<file path="src/rtl/mult_pkg.sv">
// Shared definitions for the shift-and-add multiplier: controller state
// encoding and the default operand width.
package mult_pkg;

    localparam int DEFAULT_WIDTH = 4;

    typedef enum logic [1:0] {
        IDLE = 2'd0,
        RUN  = 2'd1,
        DONE = 2'd2
    } state_t;

endpackage

</file>
<file path="src/rtl/rca_adder.sv">
// Combinational ripple-carry adder built from a chain of full-adder cells.
module rca_adder #(
    parameter int WIDTH = 4
) (
    input  logic [WIDTH-1:0] a,
    input  logic [WIDTH-1:0] b,
    input  logic             ci,
    output logic [WIDTH-1:0] s,
    output logic             co
);

    logic [WIDTH:0] carry;

    assign carry[0] = ci;

    for (genvar i = 0; i < WIDTH; i++) begin : g_fa
        assign s[i]       = a[i] ^ b[i] ^ carry[i];
        assign carry[i+1] = (a[i] & b[i]) | (carry[i] & (a[i] ^ b[i]));
    end

    assign co = carry[WIDTH];

endmodule

</file>
<file path="src/rtl/shift_add_multiplier.sv">
// Sequential unsigned multiplier: one shared ripple adder, WIDTH shift-and-add
// iterations, Start/Busy/Done handshake and a registered 2*WIDTH-bit product.
module shift_add_multiplier
    import mult_pkg::*;
#(
    parameter int WIDTH = DEFAULT_WIDTH
) (
    input  logic               Clock,
    input  logic               Reset,
    input  logic               Start,
    input  logic [WIDTH-1:0]   A,
    input  logic [WIDTH-1:0]   B,
    output logic               Busy,
    output logic               Done,
    output logic [2*WIDTH-1:0] P,
    output state_t             dbg_state
);

    // Handshake: Start is sampled only in IDLE; Busy stays high from the cycle
    // after an accepted Start through the Done cycle; Done pulses for one
    // cycle exactly when P takes the new product.

    localparam int CNT_W = $clog2(WIDTH + 1);

    state_t             state;
    logic [WIDTH-1:0]   m;
    logic [WIDTH-1:0]   acc;
    logic [WIDTH-1:0]   q;
    logic [CNT_W-1:0]   cnt;

    logic [WIDTH-1:0]   addend;
    logic [WIDTH-1:0]   sum;
    logic               carry;

    assign addend = q[0] ? m : '0;

    rca_adder #(.WIDTH(WIDTH)) u_adder (
        .a  (acc),
        .b  (addend),
        .ci (1'b0),
        .s  (sum),
        .co (carry)
    );

    assign dbg_state = state;

    always_ff @(posedge Clock or posedge Reset) begin
        if (Reset) begin
            state <= IDLE;
            m     <= '0;
            acc   <= '0;
            q     <= '0;
            cnt   <= '0;
            Busy  <= 1'b0;
            Done  <= 1'b0;
            P     <= '0;
        end else begin
            case (state)
                IDLE: begin
                    Done <= 1'b0;
                    if (Start) begin
                        m     <= A;
                        q     <= B;
                        acc   <= '0;
                        cnt   <= '0;
                        Busy  <= 1'b1;
                        state <= RUN;
                    end else begin
                        Busy <= 1'b0;
                    end
                end
                RUN: begin
                    // The carry-out becomes the new Acc MSB, so no result bit is lost.
                    acc <= {carry, sum[WIDTH-1:1]};
                    q   <= {sum[0], q[WIDTH-1:1]};
                    cnt <= cnt + 1'b1;
                    if (cnt == CNT_W'(WIDTH - 1)) begin
                        state <= DONE;
                    end
                end
                DONE: begin
                    P     <= {acc, q};
                    Done  <= 1'b1;
                    state <= IDLE;
                end
                default: begin
                    state <= IDLE;
                end
            endcase
        end
    end

endmodule

</file>
<file path="config.mk">
export PLATFORM = sky130hd
export DESIGN_NAME = shift_add_multiplier
export DESIGN_NICKNAME = d
export VERILOG_FILES = /design/src/rtl/mult_pkg.sv /design/src/rtl/rca_adder.sv /design/src/rtl/shift_add_multiplier.sv
export SDC_FILE = /design/constraint.sdc
export NUM_CORES = 1
export LEC_CHECK = 0
export BUFFER_PORTS_ARGS = -buffer_cell sky130_fd_sc_hd__buf_2
export CAP_MARGIN = 5
export CORE_MARGIN = 1
export CORE_UTILIZATION = 45
export DETAILED_ROUTE_END_ITERATION = 6
export MAX_ROUTING_LAYER = met4
export PLACE_DENSITY_LB_ADDON = 0.08
export SLEW_MARGIN = 20
export SYNTH_ARGS = -nofsm -noshare
export SYNTH_HDL_FRONTEND = slang
export SYNTH_HIERARCHICAL = 1
export SYNTH_SLANG_ARGS = --single-unit
</file>
<file path="constraint.sdc">
create_clock -name Clock -period 5.25 [get_ports Clock]
set_input_delay 0 -clock Clock [delete_from_list [all_inputs] [get_ports Clock]]
set_output_delay 0 -clock Clock [all_outputs]
set_load 0.005 [all_outputs]
</file>
==> results.cfg <==
[cells_and_area]
most-common-layout-cells = 27 x dfrtp_1, 22 x buf_2, 17 x inv_1, 9 x dlygate4sd3_1, 8 x mux2_2
finish.net_count = 151
area_delta_synth_final_pct = 16.9
antenna_cells_inserted = 0
final_layout_size_suffix_gt1_share_pct = 30.1
commonest_non_fill_non_tap_cell_in_the_layout = dfrtp_1
final_core_utilization_pct = 55.8
post-route-cell-area_um2 = 1540
fillers = 260
sequential_cell_area_um2 = 676
combined_area_of_the_multi_input_logic_cells_um2 = 531

[cts]
max-clock-path-buffers = 2
worst_skew_pair.late_latency_ns = 0.32
post_cts_buffers = 0
h-tree-depth = 1
cts_tree = yes
numClockSinks = 27
cts_root_buffer = clkbuf_4
worst_setup_hold_path_clk_slew_ns = 0.14
cts_resized = 0
hold_buffers = 9
numCtsBuffers = 3

[pwr]
total_power_w = 0.000847
leakage_component_of_the_power_nw = 0.761
power_per_cell_area_nw_per_um2 = 551
vdd_ir_drop_max_uv = 298

[sta]
timing.hold.ws_ns = 0.0433
achievable-frequency_mhz = 429
rsz_0062_raised_after_global_routing = false
min_period_ns = 2.33
setup_tns_after_final_layout_ns = 0
final_worst_path_period_share_pct = 44.4
clock-skew-final_ns = 0.00169
worst_margin_pin_slew_ns = 0.617
finalHoldViolCount = 0
setup_violations = 0
report.final.slew_viol_count = 0
maxSlewHeadroom_pct = 58.9

[drt]
num_vias = 842
drt-wirelength-per-cell_um = 14.1
drt_iter0_markers = 17
remaining_drc_errors = 0
first_pass_iters = 3
drtAntennaViolNets = 0
avgViaCountPerCell = 5.13
wl_mm = 2.31

[global_routing]
maximum_number_of_pins_on_one_net_before_global_route_repair = 28
total_routing_resource_utilization_after_global_routing_pct = 17.1
overflow = 0
grt_pass1_vias = 894
initial_antenna_violation_count = 0
grt_pass1_wl_mm = 4.06

[synthesis]
synthAdderAreaFrac_pct = 7.98
synth-simple-area-share_pct = 10.4
ys_types = 24
yosysSeqAreaShare_pct = 51.3
synth_compound_area_share_pct = 10.3
synth.yosys.warnings = 6
syn_nets = 120
postSynth.topFlopCell = dfrtp_1
post_synth_inst_count = 103
yosys_register_bits = 27
synthesis.area_per_instance_um2 = 12.8
synth.mux.area_fraction_pct = 11.4
post_synth_edffs = 0
yosys.area_share.xor_xnor_pct = 0
synth_top_family_by_area = multiplexers
async_flop_share_pct = 100
synth.cell_area_um2 = 1320

[critical_path]
path_cells = and2_1, fa_1, inv_1, fa_1, inv_1, fa_1, inv_1, fa_1, inv_1, a22o_1
critical_path_peak_fanout = 6
cpMaxStageDelayCell = dfrtp_1
cp.required_ns = 5.52
critPathKind = register to register
worst_setup_path_start_kind = register
worstPathBufferInverterCount = 4
critical_path_arrival_ns = 2.60
critical_path.max_stage_delay_ns = 0.44
critPathCaptureType = register
cp_top_family = adder cells

[worst_hold_path]
timing.hold.worst.class = input pin to register

[floorplanning]
core_area_um2 = 2760
placementRows = 19
die_h_um = 56.1
design.die.area_um2 = 3150
design.portCount = 23
initial_core_util_pct = 47.7
dieWidth_um = 56.1

[run]
maxCapViolCount = 0

[run_status]
outcome = complete, no violations

[placement]
detailed_place.area_um2 = 1420
finalWeightedCongestion = 0.710
post-dp-hpwl_mm = 1.53
portBuffers = 22
-- cell usage after synthesis (2+ instances only) --
cell | n | area (µm²)
a221oi_2 | 3 | 45.0
a22o_1 | 6 | 52.6
and2_1 | 5 | 31.3
buf_4 | 2 | 15.0
buf_6 | 2 | 22.5
dfrtp_1 | 27 | 676
fa_1 | 4 | 80.1
ha_1 | 2 | 25.0
inv_1 | 18 | 67.6
mux2_1 | 4 | 45.0
mux2_2 | 8 | 90.1
nand2_1 | 2 | 7.51
nand2b_1 | 4 | 25.0
nor2_1 | 3 | 11.3
nor4b_1 | 4 | 35.0
-- sequential cells by signal (all words and copies together), names as in the netlist --
signal,flops
dbg_state,2
P,8
acc,4
cnt,3
m,4
Busy,1
Done,1
q,4
-- worst min-delay path, stage by stage --
cell,delay [ns]
buf_2,0.08
nor4b_1,0.04
a221oi_1,0.19
-- per-layer routing --
layer / global-route usage (%) / up-vias / wire [µm]
li1: - / 401 / -
met1: 21.6 / 427 / 1070
met2: 28.9 / 12 / 1170
met3: 2.09 / 2 / 52
met4: 5.23 / 0 / 19
met5: - / - / 0
-- where the power goes --
part	internal (W)	leakage [nW]	switching [W]
Sequential	0.000306	0.328	0.0000843
Combinational	0.000205	0.418	0.000161
Clock	0.0000297	0.0150	0.0000606
-- area by class of cell --
class                      count  area share [%]
tap                           31            2.52
inverter                      18            4.39
timing repair buffer          31            13.0
clock buffer                   4            1.71
multi-input combinational     53            34.5
sequential                    27            43.9
-- path summary, 6_finish.rpt --
| kind | startpoint | cells after the start | slack (ns) | to |
|---|---|---|---|---|
| worst min-delay path | B[0] | 3 | 0.04 | q[0] |
| worst max register to register | q[0] | 10 | 2.92 | acc[2] |
| worst min register to register | Done | 2 | 0.50 | Done |
| min in group asynchronous | Reset | 3 | 0.25 | Busy |
| max in group asynchronous | Reset | 3 | 4.63 | q[3] |
| worst max-delay path | q[0] | 10 | 2.92 | acc[2] |
-- cells by family after synthesis --
family                   count (synthesis)
buffers and inverters                   23
AND/OR/NAND/NOR                         20
other                                    1
AO/OA/AOI/OAI                           13
flip-flops                              27
multiplexers                            13
adder cells (fa/ha/maj)                  6
-- stage by stage --
step	setup WS (ns)	instances
final	2.92	164
after global routing	2.77	164
after CTS	2.90	164
after detailed placement	2.93	151
after global placement	2.98	151
after floorplan	3.03	103
Note: power is estimated with default switching activity, not from simulation.
